--- config.mk ---
export PLATFORM = sky130hd
export DESIGN_NAME = mult4_seq_ctrl
export DESIGN_NICKNAME = d
export VERILOG_FILES = /design/src/rtl/mult4_seq_ctrl.sv
export SDC_FILE = /design/constraint.sdc
export NUM_CORES = 1
export LEC_CHECK = 0
export ABC_AREA = 1
export CORE_MARGIN = 3
export CORE_UTILIZATION = 46
export DETAILED_ROUTE_END_ITERATION = 16
export GPL_ROUTABILITY_DRIVEN = 0
export PLACE_DENSITY = 0.79
export SYNTH_ARGS = -nofsm -noshare
export SYNTH_HDL_FRONTEND = slang
export SYNTH_SLANG_ARGS = --single-unit
--- constraint.sdc ---
create_clock -name clk -period 1.84 [get_ports clk]
set_clock_uncertainty 0.15 [all_clocks]
set_input_delay 0.276 -clock clk [delete_from_list [all_inputs] [get_ports clk]]
set_output_delay 0.276 -clock clk [all_outputs]
set_load 0.005 [all_outputs]
--- src/rtl/mult4_seq_ctrl.sv ---
// mult4_seq_ctrl
// 4x4 unsigned multiplier built around one shared, external 2x2 multiplier.
// Each operand is split into two 2-bit slices, and the four partial products
// (LL, LH, HL, HH) are formed one per clock, then shifted and summed.
//
// CALC always starts at step LL, and that first cycle is the one in which the
// latched operands become visible. When SKIP_ZERO is set, a step whose A slice
// or B slice is zero contributes nothing, and the step walker jumps straight
// past it. As a result:
//   - all four steps run    -> out_valid 4 edges after the accept edge
//   - only HH runs          -> out_valid 2 edges after the accept edge
//   - no step runs          -> out_valid 1 edge after the accept edge, P = 0
module mult4_seq_ctrl #(
  parameter int unsigned SKIP_ZERO = 0
) (
  input  logic        clk,
  input  logic        rst_n,
  input  logic        in_valid,
  output logic        in_ready,
  input  logic [3:0]  A,
  input  logic [3:0]  B,
  output logic [1:0]  mul_a,
  output logic [1:0]  mul_b,
  input  logic [3:0]  mul_p,
  output logic        out_valid,
  input  logic        out_ready,
  output logic [7:0]  P,
  output logic        busy,
  output logic [15:0] op_count
);

  typedef enum logic [1:0] {
    ST_IDLE = 2'd0,
    ST_CALC = 2'd1,
    ST_DONE = 2'd2
  } state_t;

  localparam logic [1:0] STEP_LL = 2'd0;
  localparam logic [1:0] STEP_LH = 2'd1;
  localparam logic [1:0] STEP_HL = 2'd2;
  localparam logic [1:0] STEP_HH = 2'd3;

  // Control state and datapath registers.
  state_t      state_r;
  state_t      state_nxt_s;
  logic [1:0]  step_r;
  logic [1:0]  step_nxt_s;
  logic [3:0]  a_r;
  logic [3:0]  a_nxt_s;
  logic [3:0]  b_r;
  logic [3:0]  b_nxt_s;
  logic [7:0]  acc_r;
  logic [7:0]  acc_nxt_s;
  logic [15:0] op_count_r;
  logic [15:0] op_count_nxt_s;

  // Registered versions of the status outputs.
  logic        out_valid_r;
  logic        busy_r;
  logic [7:0]  p_r;

  // Handshake decode and step bookkeeping.
  logic        in_ready_s;
  logic        accept_s;
  logic        xfer_s;
  logic [3:0]  step_en_s;
  logic [2:0]  next_step_s;

  // Returns {a_slice, b_slice} for the given partial-product step.
  function automatic logic [3:0] operand_slices(
    input logic [3:0] a,
    input logic [3:0] b,
    input logic [1:0] step
  );
    logic [3:0] res;
    case (step)
      STEP_LL: res = {a[1:0], b[1:0]};
      STEP_LH: res = {a[1:0], b[3:2]};
      STEP_HL: res = {a[3:2], b[1:0]};
      STEP_HH: res = {a[3:2], b[3:2]};
      default: res = 4'd0;
    endcase
    return res;
  endfunction

  // Places a 2x2 partial product at its weight within the 8-bit result.
  function automatic logic [7:0] weighted_product(
    input logic [3:0] p,
    input logic [1:0] step
  );
    logic [7:0] res;
    case (step)
      STEP_LL: res = {4'd0, p};
      STEP_LH: res = {2'd0, p, 2'd0};
      STEP_HL: res = {2'd0, p, 2'd0};
      STEP_HH: res = {p, 4'd0};
      default: res = 8'd0;
    endcase
    return res;
  endfunction

  // Marks which steps contribute; with skipping, a zero slice kills the step.
  function automatic logic [3:0] step_enables(
    input logic [3:0] a,
    input logic [3:0] b
  );
    logic [3:0] en;
    logic [3:0] sl;
    en = 4'd0;
    for (int k = 0; k < 4; k++) begin
      sl = operand_slices(a, b, 2'(k));
      if (SKIP_ZERO == 0) begin
        en[2'(k)] = 1'b1;
      end else begin
        en[2'(k)] = (sl[3:2] != 2'd0) && (sl[1:0] != 2'd0);
      end
    end
    return en;
  endfunction

  // Returns {found, step} for the lowest enabled step strictly after cur.
  function automatic logic [2:0] next_enabled(
    input logic [3:0] en,
    input logic [1:0] cur
  );
    logic [2:0] res;
    res = 3'd0;
    for (int k = 3; k >= 1; k--) begin
      if ((k > int'(cur)) && en[2'(k)]) begin
        res = {1'b1, 2'(k)};
      end else begin
        res = res;
      end
    end
    return res;
  endfunction

  assign in_ready_s  = (state_r == ST_IDLE) || ((state_r == ST_DONE) && out_ready);
  assign accept_s    = in_valid && in_ready_s;
  assign xfer_s      = (state_r == ST_DONE) && out_ready;
  assign step_en_s   = step_enables(a_r, b_r);
  assign next_step_s = next_enabled(step_en_s, step_r);

  assign in_ready  = in_ready_s;
  assign out_valid = out_valid_r;
  assign busy      = busy_r;
  assign P         = p_r;
  assign op_count  = op_count_r;

  // Drive the shared multiplier from the latched slices only while computing.
  always_comb begin
    mul_a = 2'd0;
    mul_b = 2'd0;
    if (state_r == ST_CALC) begin
      {mul_a, mul_b} = operand_slices(a_r, b_r, step_r);
    end else begin
      mul_a = 2'd0;
      mul_b = 2'd0;
    end
  end

  // Next-state, step walk, operand latch, accumulation and transfer counting.
  always_comb begin
    state_nxt_s    = state_r;
    step_nxt_s     = step_r;
    a_nxt_s        = a_r;
    b_nxt_s        = b_r;
    acc_nxt_s      = acc_r;
    op_count_nxt_s = op_count_r;

    case (state_r)
      ST_IDLE: begin
        if (accept_s) begin
          a_nxt_s     = A;
          b_nxt_s     = B;
          acc_nxt_s   = 8'd0;
          step_nxt_s  = STEP_LL;
          state_nxt_s = ST_CALC;
        end else begin
          state_nxt_s = ST_IDLE;
        end
      end

      ST_CALC: begin
        // A and B are deliberately ignored here; only the latched copies count.
        if (step_en_s[step_r]) begin
          acc_nxt_s = acc_r + weighted_product(mul_p, step_r);
        end else begin
          acc_nxt_s = acc_r;
        end
        if (next_step_s[2]) begin
          step_nxt_s  = next_step_s[1:0];
          state_nxt_s = ST_CALC;
        end else begin
          step_nxt_s  = STEP_LL;
          state_nxt_s = ST_DONE;
        end
      end

      ST_DONE: begin
        if (xfer_s) begin
          op_count_nxt_s = op_count_r + 16'd1;
          if (accept_s) begin
            a_nxt_s     = A;
            b_nxt_s     = B;
            acc_nxt_s   = 8'd0;
            step_nxt_s  = STEP_LL;
            state_nxt_s = ST_CALC;
          end else begin
            state_nxt_s = ST_IDLE;
          end
        end else begin
          state_nxt_s = ST_DONE;
        end
      end

      default: begin
        state_nxt_s = ST_IDLE;
        step_nxt_s  = STEP_LL;
      end
    endcase
  end

  // State, operand and accumulator registers; reset abandons any operation.
  always_ff @(posedge clk or negedge rst_n) begin
    if (!rst_n) begin
      state_r    <= ST_IDLE;
      step_r     <= STEP_LL;
      a_r        <= 4'd0;
      b_r        <= 4'd0;
      acc_r      <= 8'd0;
      op_count_r <= 16'd0;
    end else begin
      state_r    <= state_nxt_s;
      step_r     <= step_nxt_s;
      a_r        <= a_nxt_s;
      b_r        <= b_nxt_s;
      acc_r      <= acc_nxt_s;
      op_count_r <= op_count_nxt_s;
    end
  end

  // Status outputs registered from the next state so they track state_r exactly.
  always_ff @(posedge clk or negedge rst_n) begin
    if (!rst_n) begin
      out_valid_r <= 1'b0;
      busy_r      <= 1'b0;
      p_r         <= 8'd0;
    end else begin
      out_valid_r <= (state_nxt_s == ST_DONE);
      busy_r      <= (state_nxt_s != ST_IDLE);
      p_r         <= (state_nxt_s == ST_DONE) ? acc_nxt_s : 8'd0;
    end
  end

endmodule

# ---- Word level (Yosys, flattened, before mapping)
# Index checks and enable logic that the tools add are counted.
dict set report word_totals {
  input_bits 16
  ff_bits 46
  elab_cells 58
}
dict set report op_classes {
  n_reduce_logical 10
  muxes 28
  n_addsub 2
  eq_ne 7
  order_cmp 2
}
# operator count
set ops {}
lappend ops {{2-to-1 mux 8 bit} 6}
lappend ops {{case mux 8 bit (3 select lines)} 2}
lappend ops {{adder 16 x 1 -> 16 bit, second input constant} 1}
lappend ops {{2-to-1 mux 4 bit} 4}
lappend ops {{case mux 4 bit (2 select lines)} 2}
lappend ops {{case mux 4 bit (4 select lines)} 1}
lappend ops {{2-to-1 mux 2 bit} 7}
lappend ops {{case mux 2 bit (3 select lines)} 2}
lappend ops {{adder 8 bit} 1}
lappend ops {{equality test 2 bit, second input constant} 4}
lappend ops {{equality test 2 x 1 -> 1 bit, second input constant} 2}
lappend ops {{logical NOT 2 bit} 2}
lappend ops {{AND reduction 2 bit} 2}
lappend ops {{nonzero test 2 bit} 2}
lappend ops {{< comparator 2 x 3 -> 1 bit, second input constant} 1}
lappend ops {{2-to-1 mux 3 bit} 1}
lappend ops {{binary-select mux 1 bit (select 2 bit)} 1}
lappend ops {{> comparator 1 x 2 -> 1 bit, first input constant} 1}
lappend ops {{logical AND 1 bit} 2}
lappend ops {{2-to-1 mux 1 bit} 2}
lappend ops {{inequality test 2 bit, second input constant} 1}
lappend ops {{OR reduction 2 bit} 1}
lappend ops {{logical OR 1 bit} 1}

# ---- Longest topological paths before layout
# Gate-level depths: netlist of the first run.
dict set report depth {
  ltp_word 9
  ltp_mapped 15
  ltp_nobuf 14
}

# ---- Worst setup path after synthesis of the first run
# No wires, ideal clock.
dict set report synth_timing {
  path_type {register -> register}
  startpoint {reg step_r[0]}
  endpoint {reg p_r[6], in the netlist P[6]}
  arrival_ps 1611
  period_less_slack_ps 1879
  path_stages_with_launch 13
  n_path_buf 1
  setup_time_ps 119
  setup_slack_ps -39
  path_cell_list {dfrtp_1 buf_2 nor2_1 ha_1 fa_1 nand2_1 nand3_1 nand3_1 nand3_1 nand2_1 nand2_1 nand2_1 nor2_1}
}
dict set report synth_via {
  elab_chain_cells 9
  elab_cells_between_ends 19
}
# item line
set synth_lines {}
lappend synth_lines {{from (decl)} 46} ;# logic [1:0] step_r;
lappend synth_lines {{from (signal assigned)} 235} ;# step_r <= step_nxt_s;
lappend synth_lines {{equality test 2 bit / equality test 2 x 1 -> 1 bit (equally long branches)} 92} ;# case (step)
lappend synth_lines {{OR reduction 2 bit (no line)} --}
lappend synth_lines {{case mux 8 bit (3 select lines)} 92}
lappend synth_lines {{2-to-1 mux 8 bit} 186} ;# if (step_en_s[step_r]) begin
lappend synth_lines {{2-to-1 mux 8 bit} 171} ;# case (state_r)
lappend synth_lines {{adder 8 bit} 187} ;# acc_nxt_s = acc_r + weighted_product(mul_p, step_r);
lappend synth_lines {{2-to-1 mux 8 bit} 186}
lappend synth_lines {{case mux 8 bit (3 select lines)} 171}
lappend synth_lines {{2-to-1 mux 8 bit (*)} 252} ;# p_r <= (state_nxt_s == ST_DONE) ? acc_nxt_s : 8'd0;
lappend synth_lines {{to (signal assigned)} 252}
lappend synth_lines {{to (decl)} 60} ;# logic [7:0] p_r;
# Every way passes the cells marked *; elsewhere a longest branch is shown, timed or not. The select of a mux whose other input is x is not followed.
# A chain may end at the register's enable or synchronous reset.

# ---- Worst setup path after layout of the first run
# Same ends and word-level chain as after synthesis.

==> results of run 1 <==
## cells in the final DEF, fill, tap and decap left out, types with 9 or more instances in the layout
cell	n
a21oi_1	9
nand2_1	74
clkdlybuf4s50_1	38
nand3_1	9
nor2_1	17
inv_1	23
dfrtp_1	43
buf_4	15
nand2_2	15
## final cells by class
| class | count | area, µm² | share of cell area (%) |
|---|---|---|---|
| flip-flops and latches | 43 | 1080 | 32.9 |
| multi-input cells | 196 | 1270 | 38.7 |
| repair buffers | 64 | 598 | 18.3 |
| inverters | 33 | 136 | 4.17 |
| clock inverters | 3 | 43.8 | 1.34 |
| clock buffers | 5 | 68.8 | 2.10 |
| well taps | 65 | 81.3 | 2.49 |
## state kept, by name, summed over array words and instances, names as in the netlist
name	count
op_count	16
P	8
acc_r	8
b_r	4
a_r	2
state_r	2
busy	1
out_valid	1
step_r	1
## metrics by stage
stage / worst slack (ps) / instance area [µm²] / utilization, %
global route: -149 / 3270 / 71.7
detailed placement: -368 / 2910 / 63.8
CTS: -41.0 / 3140 / 68.9
finish: -66.4 / 3270 / 71.7
floorplan: 34.5 / 2280 / -
global placement: -305 / 2910 / 63.8
## worst min-delay path by stage
stage,start,endpoint,slack [ps],depth (start not counted)
2_1_floorplan,rst_n,P[0],-170,0
3_3_place_gp,rst_n,P[5],130,1
3_5_place_dp,rst_n,acc_r[5],130,1
4_1_cts,rst_n,P[6],360,2
5_1_grt,rst_n,P[6],380,2
6_report,rst_n,acc_r[5],330,2
## power by group through the flow
stage / Clock (mW) / Sequential (mW) / Combinational (mW)
final: 0.744 / 1.53 / 2.58
after global routing: 0.797 / 1.56 / 2.82
after detailed placement: 0 / 1.51 / 2.04
after CTS: 0.744 / 1.50 / 2.21
after global placement: 0 / 1.50 / 1.99
after floorplan: 0 / 1.48 / 1.12
## cell families after synthesis
logic type               count (synthesis)  synth area share, %
multiplexers                             4                 2.31
flip-flops                              43                 47.2
AO/OA/AOI/OAI                           25                 6.09
XOR/XNOR                                11                 4.23
AND/OR/NAND/NOR                        148                 28.8
adder cells (fa/ha/maj)                  8                 4.72
buffers and inverters                   36                 6.70
## critical path, stage by stage, from the launching register on
cell and delay, ps:
dfrtp_1 400, buf_6 130, nor2_4 40, ha_4 160, fa_2 350, nand2_2 90, nand3_2 90, nand3_2 100
nand3_2 70, nand2_1 60, nand2_1 40, nand2_1 60, nor2_1 40
## repair_timing
| item | 4_1_cts | 5_1_grt |
|---|---|---|
| resized for setup | 30 | 39 |
| endpoints found under the setup margin | 12 | 15 |
| pin swaps | 12 | 10 |
| hold endpoints to repair | 21 | 0 |
| buffers inserted | 3 | 0 |
| gates cloned | 0 | 0 |
| hold buffers | 1 | 0 |
## layer usage
layer,global-route usage [%],routed length (µm),part of all wire [%],vias to the layer above
met5,0,0,0,-
met4,6.70,89,1.5,0
met2,35.3,3130,51,89
met1,25.2,2460,40,1032
met3,4.14,439,7.2,12
li1,-,-,-,1003
==> flow_summary.toml, run 1 <==
[floorplanning]
core_region_area_um2 = 4560
die_w_um = 76.4
die-height_um = 76.4
rows = 24
initial_core_util_pct = 49.9
fp.dieArea_um2 = 5840
io_pins = 47

[power]
p_sw_share_pct = 40.5
power_frac_seq_pct = 31.5
powerDensity_nw_per_um2 = 1480
combinationalPowerShare_pct = 53.2
leakage_nw = 1.57
vdd_drop_max_mv = 0.693
p_total_mw = 4.85
power_frac_clock_pct = 15.3
intPower_mw = 2.89
p_sw_mw = 1.96

[sta]
period_needed_ps = 1910
fmax_mhz = 525
hold_viol = 0
setup_viol = 7
timing.final.ws_setup_ps = -66.4
tightest_slew_ps = 542
slew_violations = 0
whs_ps = 334
slew_headroom_pct = 63.9
rsz0062_at_grt = "true"
final.setup.tns_ps = -325
finalCritPeriodShare_pct = 104

[placed_design]
dp_hpwl_um = 3960
placed_cells = 397
port_buffers = 44

[critical_path]
rrSetupSlack_ps = -70
endpoint = "P[6]"
worstSetupStartpoint = "step_r[0]"
cp.arrival_ps = 1950
reg2reg_depth = 12
end_kind = "flip-flop"
crit_required_ps = 1880
r2r_start = "step_r[0]"
worstPathMaxFanout = 2
critPathKind = "reg -> reg"
start_kind = "flip-flop"
r2r_end = "P[6]"

[global_route]
antenna_found_initial = 0
grt_pass1_wl_um = 9650
grt.overflow.total = 0
track_usage_pct = 20.3
grt_start_max_net_pins = 23
grt_pass1_vias = 2103

[logic_synthesis]
ys_seq_elements = 43
synth_cell_types = 29
synthTopCellsByArea = "dfrtp_1, nand2_1, inv_1"
synth_edf_count = 0
async_reset_ff_share_pct = 100
synth_sequential_area_ratio_pct = 47.2
syn_nets = 299
syn_area_um2 = 2280
yosysTopAreaCell = "dfrtp_1"
yosys.cell_count.top_type = "nand2_1"
yosysWarnings = 0
synthesis.instances = 275
avgSynthCellArea_um2 = 8.29
synth_top_area_share_pct = 47.2
synthTopCellsByCount = "nand2_1, dfrtp_1, inv_1"
ys_dominant_reg_cell = "dfrtp_1"

[run_status]
status = "complete, but fails checks"
violations = "setup timing"

[cts]
cts-root-buf = "clkbuf_8"
cts_tree = "built"
cts_buffer_depth = 2
cts.sinks = 43
cts_buffers = 5
clk-insertion-delay-late_ps = 300
htreeDepth = 2
clkTransAtPathRegs_ps = 80

[detailed_routing]
num_vias = 2136
wirelength_um = 6120
routedWlPerCell_um = 15.0
ant_nets = 0
drc_errors = 0
drt_iter0_markers = 167
first_pass_iters = 4
drt-vias-per-instance = 5.22

[layout]
final_cells = 409
fillers = 348
layout.nets = 367
diodes = 0
areaGrowthSynthToFinish_pct = 43.5
drive_above_1_share_pct = 27.6

[run]
cap_violations = 0

[hold_path]
min_path_type = "in -> async"
(Power assumes the default switching activity.)
==> run 2, diff against run 1 <==
Settings changed: CORE_UTILIZATION 46 to 51, PLACE_DENSITY 0.79 to 0.83.
Clock period 1.84 ns to 2.11 ns, I/O delays scaled along.
==> flow_summary.toml, run 2 (synthesized netlist as in run 1, its figures left out) <==
[cts]
cts_tree = "built"
cts_buffer_depth = 2
cts.sinks = 43
clkTransAtPathRegs_ps = 80
cts_buffers = 5
cts-root-buf = "clkbuf_8"
clk-insertion-delay-late_ps = 300
htreeDepth = 2

[sta]
finalCritPeriodShare_pct = 95.4
tightest_slew_ps = 525
setup_viol = 0
whs_ps = 362
fmax_mhz = 497
hold_viol = 0
slew_headroom_pct = 65.0
period_needed_ps = 2010
slew_violations = 0

[layout]
diodes = 0
layout.nets = 359
largest_register_ffs = 16
most-common-layout-cells = "nand2_1, dfrtp_1, clkdlybuf4s50_1, inv_1, nor2_1"
areaGrowthSynthToFinish_pct = 31.3
drive_above_1_share_pct = 13.1
final_common_cell = "nand2_1"

[critical_path]
end_kind = "output port"
cp.arrival_ps = 1550
critPathKind = "reg -> out"
start_kind = "flip-flop"
crit_required_ps = 1640
worstPathMaxFanout = 7
crit_path_max_incr_delay_ps = 510
reg2reg_depth = 13
endpoint = "mul_a[0]"
r2r_end = "P[7]"
r2r_start = "step_r[0]"
crit_slowest_cell = "clkdlybuf4s50_1"
worstSetupStartpoint = "state_r[1]"
crit_chain = "inv_2, nand2_2, nor2_2, clkdlybuf4s50_1"
rrSetupSlack_ps = 120

[run]
cap_violations = 0

[run_status]
status = "finished clean"

[power]
leakage_nw = 1.51
vdd_drop_max_mv = 0.671
p_total_mw = 3.65
powerDensity_nw_per_um2 = 1220

[detailed_routing]
ant_nets = 0
wirelength_um = 5040
num_vias = 1974
first_pass_iters = 4
drc_errors = 0
drt_iter0_markers = 133
routedWlPerCell_um = 13.1
drt-vias-per-instance = 5.11

[global_route]
grt.overflow.total = 0
grt_start_max_net_pins = 23
grt_pass1_vias = 1975
antenna_found_initial = 0
track_usage_pct = 21.6
grt_pass1_wl_um = 8840

[hold_path]
min_path_type = "in -> async"

[placed_design]
dp_hpwl_um = 3780
port_buffers = 44

[floorplanning]
rows = 23
fp.dieArea_um2 = 5310
die-height_um = 72.9
core_region_area_um2 = 4140
io_pins = 47
die_w_um = 72.9
initial_core_util_pct = 55.0
## run 2: metal layers
layer | track usage (%) | up-vias | part of all wire [%]
met3 | 6.20 | 11 | 6.5
met4 | 7.99 | 0 | 1.9
met2 | 34.0 | 51 | 47
li1 | - | 993 | -
met1 | 28.6 | 919 | 44
met5 | 0 | - | 0
## run 2: area by class of cell
| cell class | instances | area (µm²) |
|---|---|---|
| Fill cell | 344 | 1150 |
| Multi-Input combinational cell | 196 | 1080 |
| Timing Repair Buffer | 56 | 546 |
| Sequential cell | 43 | 1080 |
| Clock buffer | 8 | 100 |
| Tap cell | 50 | 62.6 |
| Inverter | 33 | 131 |
## run 2: worst min path at each step
stage | slack (ps) | end | depth (start not counted) | start
floorplan | -130 | P[0] | 0 | rst_n
global placement | 150 | P[7] | 1 | rst_n
detailed placement | 170 | P[7] | 1 | rst_n
CTS | 360 | b_r[1] | 1 | b_r[1]
global route | 390 | acc_r[2] | 2 | acc_r[2]
finish | 360 | P[6] | 2 | rst_n
## run 2: what timing repair did
| item | CTS | global route |
|---|---|---|
| gates resized for setup | 1 | 9 |
| setup endpoints to repair | 2 | 14 |
| setup buffers | 1 | 1 |
| endpoints found under the hold margin | 21 | 0 |
| hold buffers | 1 | 0 |
## run 2: critical path: cells and delay by family, from the launching register on
family                 cells  cell delay [ps]
buffers and inverters      2              600
DFF                        1              380
and+or+nand+nor            2              260
## run 2: where the power goes
| group | internal, mW | switching, mW | total [mW] |
|---|---|---|---|
| Sequential | 1.11 | 0.212 | 1.32 |
| Clock | 0.298 | 0.266 | 0.564 |
| Combinational | 0.848 | 0.915 | 1.76 |
| Total | 2.25 | 1.39 | 3.65 |
## run 2: stage by stage
step | TNS, ps | std cells | utilization, % | setup slack (ps) | instance area [µm²]
finish | 0 | 386 | 72.2 | 96.9 | 2990
global route | -5.08 | 386 | 72.2 | -5.08 | 2990
CTS | 0 | 385 | 71.3 | 9.54 | 2950
detailed placement | -1310 | 375 | 68.4 | -204 | 2840
global placement | -636 | 375 | 68.4 | -150 | 2840
floorplan | 0 | 275 | - | 231 | 2280
==> run 3, diff against run 2 <==
Settings changed: CORE_MARGIN 3 to 4.
==> flow_summary.toml, run 3 (synthesized netlist as in run 1, its figures left out) <==
[layout]
seqCellArea_um2 = 1080
most-common-layout-cells = "nand2_1, dfrtp_1, clkdlybuf4s50_1, inv_1, nor2_1"
largest_register_ffs = 16
layout.nets = 357
drive_above_1_share_pct = 12.9
fin_area_um2 = 2980
areaGrowthSynthToFinish_pct = 30.5
fin_util_pct = 68.3
final_cells = 386
diodes = 0
fillers = 363
final_common_cell = "nand2_1"
multi_input_area_um2 = 1090

[critical_path]
crit_family = "simple AND/OR/NAND/NOR gates"
crit_required_ps = 2140
start_kind = "flip-flop"
worstPathMaxFanout = 5
r2r_start = "step_r[0]"
critPathKind = "reg -> reg"
crit_chain = "buf_4, buf_4, nand2_1, inv_1, ha_1, nand2_1, inv_1, a21boi_0, nand2_1, nand2_1, nand2_1, nand2_1, nor2_1"
crit_path_max_incr_delay_ps = 410
end_kind = "flip-flop"
crit_slowest_cell = "dfrtp_2"
cp_common_cell = "nand2_1"
rrSetupSlack_ps = 120
worstSetupStartpoint = "step_r[0]"
cp.arrival_ps = 2030
path_buf_inv = 4

[cts]
clkTransAtPathRegs_ps = 80
cts_tree = "built"
cts_buffer_depth = 2
cts.sinks = 43
clk-insertion-delay-late_ps = 300
htreeDepth = 2
cts-root-buf = "clkbuf_8"
cts_buffers = 5

[detailed_routing]
drt_iter0_markers = 124
first_pass_iters = 4
num_vias = 1951
drc_errors = 0
drt-vias-per-instance = 5.05
ant_nets = 0
wirelength_um = 4970
routedWlPerCell_um = 12.9

[placed_design]
postPlaceCellArea_um2 = 2810
placed_cells = 375
port_buffers = 44
dp_hpwl_um = 3620
post-place-ws_ps = -190

[hold_path]
min_path_type = "reg -> reg"
min_from = "acc_r[2]"

[sta]
hold_viol = 0
final.setup.tns_ps = 0
slew_headroom_pct = 64.4
timing.final.ws_setup_ps = 117
fmax_mhz = 502
whs_ps = 361
period_needed_ps = 1990
tightest_slew_ps = 534
slew_violations = 0
rsz0062_at_grt = "false"
setup_viol = 0
finalCritPeriodShare_pct = 94.4

[floorplanning]
rows = 24
die_w_um = 74.9
io_pins = 47
die-height_um = 74.9
initial_core_util_pct = 52.4
fp.dieArea_um2 = 5600
core_region_area_um2 = 4350

[power]
p_sw_share_pct = 38.2
intPower_mw = 2.23
power_frac_clock_pct = 15.8
powerDensity_nw_per_um2 = 1210
leakage_nw = 1.49
power_frac_seq_pct = 36.5
p_total_mw = 3.61
combinationalPowerShare_pct = 47.6
p_sw_mw = 1.38
vdd_drop_max_mv = 0.713

[run_status]
status = "finished clean"

[global_route]
grt_pass1_vias = 1921
grt_pass1_wl_um = 8390
grt_start_max_net_pins = 44
grt.overflow.total = 0
track_usage_pct = 19.5
antenna_found_initial = 0

[run]
cap_violations = 0
run 3: power groups by stage:
| stage | sequential (mW) | combinational [mW] | clock, mW |
|---|---|---|---|
| CTS | 1.31 | 1.67 | 0.590 |
| floorplan | 1.29 | 0.967 | 0 |
| finish | 1.32 | 1.72 | 0.572 |
| global route | 1.36 | 1.94 | 0.632 |
| detailed placement | 1.33 | 1.63 | 0 |
| global placement | 1.32 | 1.58 | 0 |
run 3: path summary, 6_finish.rpt:
path | to | cells past startpoint
setup / recovery | P[7] | 13
hold / removal | acc_r[2] | 2
setup reg to reg | P[7] | 13
hold reg to reg | acc_r[2] | 2
max in group asynchronous | state_r[0] | 3
min in group asynchronous | op_count[6] | 3
run 3: layout make-up:
cell class / instances / share of cell area [%]
sequential: 43 / 36.2
clock buffer: 8 / 3.36
multi-input combinational: 196 / 36.5
inverter: 33 / 4.42
tap: 52 / 2.19
timing repair buffer: 54 / 17.3
run 3: timing repair:
item,in CTS,in global routing
endpoints found under the setup margin,2,9
endpoints found under the hold margin,43,0
pin swaps,0,1
hold buffers,1,0
resized for setup,4,8
buffers inserted,1,1
run 3: metal layers:
| layer | global-route usage [%] | vias up | part of all wire [%] |
|---|---|---|---|
| li1 | - | 984 | - |
| met1 | 24.4 | 901 | 44 |
| met2 | 32.1 | 56 | 49 |
| met3 | 5.47 | 10 | 5.6 |
| met4 | 7.51 | 0 | 1.9 |
| met5 | 0 | - | 0 |
run 3: worst reg2reg max path, stage by stage (launching register included):
cell	delay (ps)
dfrtp_2	410
buf_4	160
buf_4	150
nand2_1	60
inv_1	40
ha_1	300
nand2_1	100
inv_1	40
a21boi_0	160
nand2_1	90
nand2_1	60
nand2_1	50
nand2_1	80
nor2_1	50
